## src/rtl/uart_tx_arbiter.sv

```systemverilog
// Round-robin sharing of one uart transmitter between NREQ byte producers.
// Holds send long enough for the baud domain, then waits for a donetx rising edge or a timeout.
module uart_tx_arbiter #(
    parameter int NREQ      = 4,
    parameter int CLK_FREQ  = 1000000,
    parameter int BAUD      = 9600,
    parameter int SEND_HOLD = CLK_FREQ / BAUD,
    parameter int TIMEOUT   = 16 * (CLK_FREQ / BAUD)
) (
    input  logic                    clk,
    input  logic                    rst,
    input  logic [NREQ-1:0]         req,
    input  logic [NREQ*8-1:0]       data,
    output logic [NREQ-1:0]         gnt,
    output logic [NREQ-1:0]         done,
    output logic                    err,
    output logic                    busy,
    output logic [$clog2(NREQ)-1:0] owner,
    output logic [7:0]              dintx,
    output logic                    send,
    input  logic                    donetx
);

    localparam int OWNER_W = $clog2(NREQ);
    localparam int CNT_MAX = (SEND_HOLD > TIMEOUT) ? SEND_HOLD : TIMEOUT;
    localparam int CNT_W   = $clog2(CNT_MAX + 1);

    localparam logic [CNT_W-1:0]   HOLD_LAST    = CNT_W'(SEND_HOLD - 1);
    localparam logic [CNT_W-1:0]   TIMEOUT_LAST = CNT_W'(TIMEOUT - 1);
    localparam logic [NREQ-1:0]    ONE          = NREQ'(1);
    localparam logic [OWNER_W-1:0] LAST_IDX     = OWNER_W'(NREQ - 1);

    typedef enum logic [1:0] {
        ST_IDLE,
        ST_SEND,
        ST_WAIT
    } state_t;

    state_t           state_reg;
    logic [CNT_W-1:0] cnt_reg;
    logic             donetx_prev_reg;

    logic [7:0]         data_arr [NREQ];
    logic [OWNER_W-1:0] winner;
    logic [OWNER_W-1:0] scan_idx;
    logic               found;
    logic               donetx_rise;

    generate
        for (genvar gi = 0; gi < NREQ; gi++) begin : g_data
            assign data_arr[gi] = data[8*gi +: 8];
        end
    endgenerate

    // Scan owner+1, owner+2, ... with wrap so the last owner has lowest priority.
    always_comb begin
        winner   = owner;
        found    = 1'b0;
        scan_idx = owner;
        for (int i = 0; i < NREQ; i++) begin
            scan_idx = (scan_idx == LAST_IDX) ? '0 : scan_idx + 1'b1;
            if (!found && req[scan_idx]) begin
                winner = scan_idx;
                found  = 1'b1;
            end
        end
    end

    // A donetx level left over from before WAIT is not a completion.
    assign donetx_rise = donetx && !donetx_prev_reg;

    always_ff @(posedge clk or negedge rst) begin
        if (!rst) begin
            state_reg       <= ST_IDLE;
            cnt_reg         <= '0;
            donetx_prev_reg <= 1'b0;
            gnt             <= '0;
            done            <= '0;
            err             <= 1'b0;
            busy            <= 1'b0;
            owner           <= LAST_IDX;
            dintx           <= 8'h00;
            send            <= 1'b0;
        end else begin
            donetx_prev_reg <= donetx;
            gnt             <= '0;
            done            <= '0;
            err             <= 1'b0;
            case (state_reg)
                ST_IDLE: begin
                    if (found) begin
                        owner     <= winner;
                        dintx     <= data_arr[winner];
                        gnt       <= ONE << winner;
                        send      <= 1'b1;
                        busy      <= 1'b1;
                        cnt_reg   <= '0;
                        state_reg <= ST_SEND;
                    end
                end
                ST_SEND: begin
                    if (cnt_reg == HOLD_LAST) begin
                        send      <= 1'b0;
                        cnt_reg   <= '0;
                        state_reg <= ST_WAIT;
                    end else begin
                        cnt_reg <= cnt_reg + 1'b1;
                    end
                end
                ST_WAIT: begin
                    // A completion on the final timeout cycle still counts as done.
                    if (donetx_rise) begin
                        done      <= ONE << owner;
                        busy      <= 1'b0;
                        cnt_reg   <= '0;
                        state_reg <= ST_IDLE;
                    end else if (cnt_reg == TIMEOUT_LAST) begin
                        err       <= 1'b1;
                        busy      <= 1'b0;
                        cnt_reg   <= '0;
                        state_reg <= ST_IDLE;
                    end else begin
                        cnt_reg <= cnt_reg + 1'b1;
                    end
                end
                default: begin
                    send      <= 1'b0;
                    busy      <= 1'b0;
                    cnt_reg   <= '0;
                    state_reg <= ST_IDLE;
                end
            endcase
        end
    end

endmodule
```

## config.mk

```make
export PLATFORM = sky130hd
export DESIGN_NAME = uart_tx_arbiter
export DESIGN_NICKNAME = d
export VERILOG_FILES = /design/src/rtl/uart_tx_arbiter.sv
export SDC_FILE = /design/constraint.sdc
export NUM_CORES = 1
export LEC_CHECK = 0
export ABC_CLOCK_PERIOD_IN_PS = 3140
export BUFFER_PORTS_ARGS = -buffer_cell sky130_fd_sc_hd__clkbuf_2
export CORE_ASPECT_RATIO = 1.25
export CORE_MARGIN = 2
export CORE_UTILIZATION = 23
export DETAILED_ROUTE_END_ITERATION = 6
export GPL_ROUTABILITY_DRIVEN = 0
export GPL_TIMING_DRIVEN = 1
export SLEW_MARGIN = 15
export SYNTH_ARGS = -nofsm -noshare
export SYNTH_HDL_FRONTEND = slang
export SYNTH_SLANG_ARGS = --single-unit
```

## constraint.sdc

```tcl
create_clock -name clk -period 3.14 [get_ports clk]
set_input_delay 0.157 -clock clk [delete_from_list [all_inputs] [get_ports clk]]
set_output_delay 0.157 -clock clk [all_outputs]
set_load 0.03 [all_outputs]
```

### Word level (Yosys, flattened, before mapping)

Cells that the tools add are included.
W data, S select, Z words.

| storage, ports and cells | value |
|---|---|
| flip-flop bits (word level) | 35 |
| input port bits | 39 |
| output and inout port bits | 21 |
| logic and storage cells | 95 |

| operators by class | value |
|---|---|
| $add $sub $neg | 5 |
| $lt $le $gt $ge | 5 |
| equality and inequality tests | 11 |
| shift operators | 2 |
| mux-type cells | 46 |
| bitwise logic cells | 3 |
| reduce and logical (&&, ||, !) cells | 13 |

Operator list:

| operator | count |
|---|---|
| $mux W11 | 4 |
| $pmux W11 S3 | 1 |
| $mux W2 | 12 |
| $bmux W8 S2 | 1 |
| $mux W4 | 4 |
| $mux W8 | 2 |
| $mux W1 | 15 |
| $lt A2 B3 Y1 const B | 4 |
| $add A11 B1 Y11 const B | 1 |
| $eq A11 B11 Y1 const B | 1 |
| $eq A11 B7 Y1 const B | 1 |
| $eq A2 B2 Y1 const B | 5 |
| $reduce_and A3 Y1 | 3 |
| $add A2 B1 Y2 const B | 4 |
| $bmux W1 S2 | 4 |
| $shl A1 B2 Y4 const A | 2 |
| $pmux W1 S3 | 2 |
| $pmux W2 S3 | 1 |
| $logic_and A1 B1 Y1 | 4 |
| $logic_not A1 Y1 | 4 |
| $ne A2 B2 Y1 const B | 2 |
| $ge A3 B3 Y1 const B | 1 |
| $ne A3 B3 Y1 const B | 1 |
| $not A2 Y3 | 1 |
| other kinds (4) | 5 |

### Logic depth before layout (Yosys ltp)

Gate-level depths: netlist (run 1).

| depth | value |
|---|---|
| depth in word-level cells | 18 |
| depth in mapped cells | 11 |
| mapped depth without buffers | 8 |

### Worst setup path before layout (run 1)

Ideal clock, no wire load.

| timing path | value |
|---|---|
| path kind | reg2reg |
| start | register owner[0] |
| end | register dintx[1] |
| arrival | 2541 ps |
| data required time | 3017 ps |
| path slack | 476 ps |
| cell stages (with the launch flop) | 10 |
| path buffers | 1 |
| cells stage by stage | dfstp_2 -> inv_1 -> ha_1 -> buf_6 -> or4_1 -> o32ai_1 -> nor3_1 -> a31oi_2 -> nand2_2 -> o221a_1 |

| between the ends | value |
|---|---|
| word-level cells in the longest chain between the ends | 18 |

Ends and longest elaborated chain:

| what | RTL line | source |
|---|---|---|
| start, declared | 18 | `output logic [$clog2(NREQ)-1:0] owner,` |
| start signal, assigned | 92 | `owner <= winner;` |
| parallel branches: the longest is 18 deep, another holds $add A2 B1 Y2 | n/a |  |
| end signal, assigned | 93 | `dintx <= data_arr[winner];` |
| end, declared | 19 | `output logic [7:0] dintx,` |

Parallel ways; which one is timed is not known. The select of a mux whose other input is x is not followed.
A chain may end at the register's enable or synchronous reset.

### Worst setup path after layout (run 1)

| timing path | value |
|---|---|
| start | register owner[0] |
| end | register dintx[4] |

The elaborated chain is that of the path after synthesis.

==> results of run 1 <==
power by group through the flow:
| stage | Sequential, W | Combinational, W | Clock (W) |
|---|---|---|---|
| after floorplan | 0.000869 | 0.000972 | 0 |
| after global placement | 0.000686 | 0.00141 | 0 |
| after detailed placement | 0.000684 | 0.00143 | 0 |
| after CTS | 0.000681 | 0.00144 | 0.000491 |
| after global routing | 0.000699 | 0.00157 | 0.000514 |
| final | 0.000680 | 0.00142 | 0.000481 |
kinds of logic (layout without fill, tap and decap cells):
group,Yosys count,in the layout,share of synthesized area (%)
and+or+nand+nor,84,84,21.8
AOI/OAI and AO/OA,60,60,19.5
DFF,35,35,40.5
buffers and inverters,19,79,5.37
muxes,17,17,8.20
adders and majority gates,8,8,4.62
area by class of cell:
class	count	share of cell area, %
inverters	8	1.11
multi-input cells	169	43.3
clock buffers	5	4.62
clock inverters	3	0.739
repair buffers	63	12.1
well taps	123	5.68
flip-flops and latches	35	32.4
layer usage:
layer  vias to the layer above  track usage [%]  part of all wire [%]
li1                        941                -                     -
met1                       901             13.0                    45
met2                        65             17.6                    49
met3                         5             1.81                   5.2
met4                         0             2.93                  0.92
met5                         -                0                     0
timing repair:
action	CTS	global route
endpoints found under the hold margin	1	0
hold buffers	1	0
gates resized for setup	0	0
placed cells by master, fill, tap and decap left out, types with 4 or more instances in the layout:
master / count
sky130_fd_sc_hd__o221ai_1: 5
sky130_fd_sc_hd__dfrtp_1: 33
sky130_fd_sc_hd__mux2i_1: 11
sky130_fd_sc_hd__and3_1: 9
sky130_fd_sc_hd__o21ai_1: 5
sky130_fd_sc_hd__nor2b_1: 6
sky130_fd_sc_hd__clkbuf_16: 5
sky130_fd_sc_hd__nor2_1: 13
sky130_fd_sc_hd__clkbuf_2: 59
sky130_fd_sc_hd__o21ai_0: 17
sky130_fd_sc_hd__inv_1: 8
sky130_fd_sc_hd__nand2_1: 19
sky130_fd_sc_hd__mux2_2: 5
sky130_fd_sc_hd__nand2b_1: 9
sky130_fd_sc_hd__ha_1: 8
sky130_fd_sc_hd__o31ai_1: 4
worst max-delay path by stage:
stage / end / slack [ns]
floorplan: dintx[1] / 0.48
global placement: dintx[0] / 0.36
detailed placement: dintx[5] / 0.25
CTS: dintx[4] / 0.26
global route: dintx[1] / 0.06
finish: dintx[4] / 0.26
per-stage QoR:
step           hold WS (ns)  utilization (%)  cells  instance area [um^2]
4_1_cts              0.0449             29.5    406                  2710
3_3_place_gp          0.282             27.8    397                  2550
3_5_place_dp          0.284             27.8    397                  2550
2_1_floorplan        -0.139                -    223                  2170
5_1_grt              0.0918             29.5    406                  2710
6_report          -0.000808             29.5    406                  2710
worst max-delay path, stage by stage, from the launching register on:
cell                       delay, ns
sky130_fd_sc_hd__dfstp_2        0.61
sky130_fd_sc_hd__inv_1          0.11
sky130_fd_sc_hd__ha_1           0.44
sky130_fd_sc_hd__or4_1          0.57
sky130_fd_sc_hd__o32ai_1        0.16
sky130_fd_sc_hd__nor3_1         0.10
sky130_fd_sc_hd__a31oi_2        0.18
sky130_fd_sc_hd__nand2b_1       0.38
sky130_fd_sc_hd__o221ai_1       0.18
==> out/metrics.json, run 1 <==
{
  "rr_startpoint": "owner[0]",
  "yosysUniqueCellTypes": 57,
  "first_global_vias": 1889,
  "report.final.hold_viol_count": 4,
  "worst-r2r-setup-slack_ns": 0.26,
  "numClockSinks": 35,
  "total_switching_power_w": 0.00114,
  "vias_per_cell": 4.71,
  "syn2layout_area_growth_pct": 24.9,
  "outcome": "finished, violations left",
  "setup_total_negative_slack_ns": 0,
  "clk_transition_reported_paths_ns": 0.06,
  "ys_ff_latch": 35,
  "critical_path.reg2reg.endpoint": "dintx[4]",
  "hp-class": "in -> async",
  "worst-endpoint-arrival_ns": 3.03,
  "start_util_pct": 23.6,
  "post_route_cells_drive_above_1_share_pct": 30.4,
  "syn_area_mm2": 0.00217,
  "worstSetupPathType": "reg -> reg",
  "power_density_mw_per_mm2": 954,
  "min_period_ns": 2.88,
  "yosys.cell_count.top_type": "sky130_fd_sc_hd__dfrtp_1",
  "yosys.area.top_type_share_pct": 38.1,
  "synth.net_count": 270,
  "seq_power_share_pct": 26.3,
  "antenna_cells": 0,
  "layout.area.seq_um2": 878,
  "grt_usage_pct": 10.2,
  "comb_power_share_pct": 55.1,
  "tritoncts_buffer_count": 5,
  "design.final.nets": 329,
  "total_power_w": 0.00258,
  "num-fill-cells": 1034,
  "average_wire_per_standard_cell_um": 12.7,
  "power.share.clock_pct": 18.6,
  "cts_htree_levels": 2,
  "coreArea_mm2": 0.00917,
  "power_leakage_nw": 1.27,
  "ctsLongestPathBuffers": 2,
  "logic_depth_of_the_worst_register_to_register_path": 8,
  "tightestPinTransition_ns": 0.898,
  "synth_warnings": 0,
  "fin_hold_ws_ns": -0.000808,
  "yosysTopAreaCell": "sky130_fd_sc_hd__dfrtp_1",
  "route.vias.total": 1912,
  "route.antenna.remaining_nets": 0,
  "crit_start": "owner[0]",
  "syn-instance-count": 223,
  "switching_share_pct": 44.1,
  "critical_path_end_type": "register",
  "maximum_number_of_pins_on_one_net_before_global_route_repair": 36,
  "rows": 39,
  "post-route-drc-count": 0,
  "fp.dieArea_mm2": 0.0102,
  "io_buffers": 59,
  "number_of_synthesized_flops_with_an_enable_pin": 0,
  "cts_post_setup_buffers_inserted": 0,
  "ys.flop_type": "sky130_fd_sc_hd__dfrtp_1",
  "setup-violations-final": 0,
  "io_count": 60,
  "violations": "hold timing",
  "peakVddDrop_uv": 422,
  "timing.critical_path.required_ns": 3.28,
  "die_height_um": 113,
  "initialDrtViolationCount": 96,
  "report.final.slew_viol_count": 0,
  "clk_latency_ns": 0.28,
  "internal_power_w": 0.00144,
  "post_synth_most_frequent_cells": "sky130_fd_sc_hd__dfrtp_1, sky130_fd_sc_hd__nand2_1, sky130_fd_sc_hd__o21ai_0",
  "die_span_x_um": 90.8,
  "post-route-worst-setup-slack_ns": 0.256,
  "netlist_top_cells_area": "sky130_fd_sc_hd__dfrtp_1, sky130_fd_sc_hd__mux2i_1, sky130_fd_sc_hd__ha_1",
  "postSynthAreaPerCell_um2": 9.72,
  "drt_pass1_iterations": 4,
  "antenna_found_initial": 0,
  "total_area_of_multi_input_combinational_cells_mm2": 0.00117,
  "worstPathMaxFanout": 12,
  "dp_hpwl_mm": 3.87,
  "synth_seq_area_share_pct": 40.5,
  "global_route.overflow_total": 0,
  "clock-skew-final_ns": 0.00361,
  "placement.setup.worst_slack_ns": 0.247,
  "worst_slew_margin_rel_pct": 40.1,
  "largest_reg_flops": 11,
  "first_pass_grt_wire_length_mm": 8.76,
  "max_cap_viol_count": 0,
  "post-route-period-util_pct": 91.8,
  "rsz0062_at_grt": "false",
  "ys_async_sr_fraction_pct": 100,
  "clock.fmax_mhz": 347,
  "wirelength_mm": 5.14,
  "cts_root_buffer": "sky130_fd_sc_hd__clkbuf_16",
  "cp-start-kind": "register",
  "tritoncts": "done"
}
Power figures use the tool's default switching activity.
==> inputs of run 2 (changes only) <==
--- a/config.mk
+++ b/config.mk
@@ -13,6 +13,7 @@
 export DETAILED_ROUTE_END_ITERATION = 6
 export GPL_ROUTABILITY_DRIVEN = 0
 export GPL_TIMING_DRIVEN = 1
+export REMOVE_ABC_BUFFERS = 1
 export SLEW_MARGIN = 15
 export SYNTH_ARGS = -nofsm -noshare
 export SYNTH_HDL_FRONTEND = slang
==> run 2 against run 1 <==
Compared with the run above: the run still ends with hold timing left; largest power group unchanged; setup slack improved by 0.0067 ns; global-route usage rose by 0.53 points; clock-buffer cell count rose by 3; clock skew rose by 0.0024 ns; critical endpoint is now dintx[1]; critical path type unchanged; highest routed layer unchanged.
==> out/metrics.json, run 2 (synthesized netlist as in run 1, its figures left out) <==
{
  "coreArea": {"value": 0.00917, "unit": "mm^2", "change": "unchanged"},
  "worst-r2r-setup-slack": {"value": 0.26, "unit": "ns", "change": "about the same"},
  "rows": {"value": 39, "change": "unchanged"},
  "path_cells": "inv_1 -> ha_1 -> or2b_1 -> nand2b_1 -> o311ai_1 -> a31oi_2 -> nand2b_1 -> o221a_1",
  "tritoncts": "done",
  "hp-class": "in -> async",
  "antenna_cells": {"value": 0, "change": "unchanged"},
  "average_wire_per_standard_cell": {"value": 12.9, "unit": "um", "change": "+1.9%"},
  "placement.cell_area": {"value": 0.00254, "unit": "mm^2", "change": "-0.29%"},
  "io_count": {"value": 60, "change": "unchanged"},
  "critPathMostFrequentCell": "sky130_fd_sc_hd__nand2b_1",
  "layout.cells.most_common_list": "sky130_fd_sc_hd__clkbuf_2, sky130_fd_sc_hd__dfrtp_1, sky130_fd_sc_hd__nand2_1",
  "route.antenna.remaining_nets": {"value": 0, "change": "unchanged"},
  "power_leakage": {"value": 1.26, "unit": "nW", "change": "-0.81%"},
  "wirelength": {"value": 5.21, "unit": "mm", "change": "+1.4%"},
  "setup_total_negative_slack": {"value": 0, "unit": "ns", "change": "unchanged"},
  "ctsLongestPathBuffers": {"value": 2, "change": "unchanged"},
  "first_global_vias": {"value": 1887, "change": "-0.11%"},
  "rsz0062_at_grt": "false",
  "die_height": {"value": 113, "unit": "um", "change": "unchanged"},
  "report.final.hold_viol_count": {"value": 13, "change": "+9"},
  "cp-start-kind": "register",
  "antenna_found_initial": {"value": 0, "change": "unchanged"},
  "clk_transition_reported_paths": {"value": 0.05, "unit": "ns", "change": "about the same"},
  "finish.instance_area": {"value": 0.00268, "unit": "mm^2", "change": "-0.97%"},
  "rr_startpoint": "owner[0]",
  "largest_reg_flops": {"value": 11, "change": "unchanged"},
  "maximum_number_of_pins_on_one_net_before_global_route_repair": {"value": 36, "change": "unchanged"},
  "die_span_x": {"value": 90.8, "unit": "um", "change": "unchanged"},
  "violations": "hold timing",
  "layout_commonest_cell": "sky130_fd_sc_hd__clkbuf_2",
  "critPathTopFamily": "simple AND/OR/NAND/NOR gates",
  "outcome": "finished, violations left",
  "dp_hpwl": {"value": 3.83, "unit": "mm", "change": "-0.83%"},
  "start_util": {"value": 23.6, "unit": "%", "change": "unchanged"},
  "post_route_cells_drive_above_1_share": {"value": 29.2, "unit": "%", "change": "-1.2 points"},
  "power_density": {"value": 961, "unit": "mW/mm^2", "change": "+0.80%"},
  "initialDrtViolationCount": {"value": 88, "change": "-8.3%"},
  "max_cap_viol_count": {"value": 0, "change": "unchanged"},
  "worstSetupPathType": "reg -> reg",
  "count_of_hold_fix_buffers_inserted_at_cts": {"value": 0, "change": "-1"},
  "worst_slew_margin_rel": {"value": 41.8, "unit": "%", "change": "+1.7 points"},
  "timing.critical_path.required": {"value": 3.30, "unit": "ns", "change": "+0.02 ns"},
  "critical-path-slowest-cell": "sky130_fd_sc_hd__dfstp_2",
  "post-route-period-util": {"value": 91.6, "unit": "%", "change": "-0.21 points"},
  "min_period": {"value": 2.88, "unit": "ns", "change": "-0.00670 ns"},
  "global_route.overflow_total": {"value": 0, "change": "unchanged"},
  "setup-violations-final": {"value": 0, "change": "unchanged"},
  "tritoncts_buffer_count": {"value": 5, "change": "unchanged"},
  "fp.dieArea": {"value": 0.0102, "unit": "mm^2", "change": "unchanged"},
  "total_power": {"value": 0.00258, "unit": "W", "change": "-0.18%"},
  "met3RoutedLength": {"value": 293, "unit": "um", "change": "+11%"},
  "cts_root_buffer": "sky130_fd_sc_hd__clkbuf_16",
  "m1WireLength": {"value": 2.38, "unit": "mm", "change": "+3.5%"},
  "cts_htree_levels": {"value": 2, "change": "unchanged"},
  "critical_path.max_stage_delay": {"value": 0.63, "unit": "ns", "change": "+0.02 ns"},
  "cts_post_setup_buffers_inserted": {"value": 0, "change": "unchanged"},
  "route.vias.total": {"value": 1890, "change": "-1.2%"},
  "drt_pass1_iterations": {"value": 4, "change": "unchanged"},
  "syn2layout_area_growth_pct": 23.7,
  "worst-endpoint-arrival": {"value": 3.04, "unit": "ns", "change": "about the same"},
  "clock.fmax": {"value": 348, "unit": "MHz", "change": "+0.23%"},
  "io_buffers": {"value": 59, "change": "unchanged"},
  "worst-path-buf-inv": {"value": 1, "change": "unchanged"},
  "worstPathMaxFanout": {"value": 12, "change": "unchanged"},
  "first_pass_grt_wire_length": {"value": 9.11, "unit": "mm", "change": "+4.0%"},
  "post-route-drc-count": {"value": 0, "change": "unchanged"},
  "clk_latency": {"value": 0.28, "unit": "ns", "change": "about the same"},
  "tightestPinTransition": {"value": 0.873, "unit": "ns", "change": "-0.0253 ns"},
  "fin_hold_ws": {"value": -0.00722, "unit": "ns", "change": "-0.00641 ns"},
  "grt_usage": {"value": 10.7, "unit": "%", "change": "+0.53 points"},
  "report.final.slew_viol_count": {"value": 0, "change": "unchanged"},
  "peakVddDrop": {"value": 541, "unit": "uV", "change": "+28%"},
  "design.final.nets": {"value": 327, "change": "-0.61%"},
  "critical_path_end_type": "register",
  "clock-skew-final": {"value": 0.00601, "unit": "ns", "change": "+0.00240 ns"},
  "highest_layer": "met4",
  "route.met2.wl": {"value": 2.46, "unit": "mm", "change": "-2.5%"},
  "logic_depth_of_the_worst_register_to_register_path": {"value": 8, "change": "unchanged"},
  "vias_per_cell": {"value": 4.68, "change": "-0.66%"},
  "critical_path.reg2reg.endpoint": "dintx[1]",
  "numClockSinks": {"value": 35, "change": "unchanged"},
  "cts_resized": {"value": 0, "change": "unchanged"}
}
run 2: cell type report:
type	instances	area [um^2]
fillers	1004	6490
repair buffers	61	310
flip-flops and latches	35	878
well taps	123	154
clock buffers	8	136
inverters	8	30.0
multi-input cells	169	1170
run 2: per-layer routing:
metal / vias up / track usage [%]
li1: 934 / -
met1: 885 / 14.4
met2: 62 / 17.0
met3: 9 / 2.35
met4: 0 / 3.54
met5: - / 0
run 2: worst max path at each step:
stage / startpoint / to / slack, ns / cells past startpoint
floorplan: owner[0] / dintx[1] / 0.20 / 8
global placement: owner[0] / dintx[6] / 0.36 / 8
detailed placement: owner[0] / dintx[0] / 0.27 / 8
CTS: owner[0] / dintx[4] / 0.26 / 8
global route: owner[0] / dintx[5] / 0.009 / 8
finish: owner[0] / dintx[1] / 0.26 / 8
run 2: metrics by stage:
| stage | setup WS [ns] | util, % | hold WS, ns | cells |
|---|---|---|---|---|
| 2_1_floorplan | 0.198 | - | -0.139 | 212 |
| 3_3_place_gp | 0.361 | 27.7 | 0.279 | 396 |
| 3_5_place_dp | 0.273 | 27.7 | 0.283 | 396 |
| 4_1_cts | 0.259 | 29.2 | 0.0000260 | 404 |
| 5_1_grt | 0.00919 | 29.2 | 0.00775 | 404 |
| 6_report | 0.263 | 29.2 | -0.00722 | 404 |
run 2: power by group:
part	internal (W)	switching (W)
Combinational	0.000558	0.000873
Clock	0.000294	0.000168
Sequential	0.000592	0.0000914
Total	0.00144	0.00113
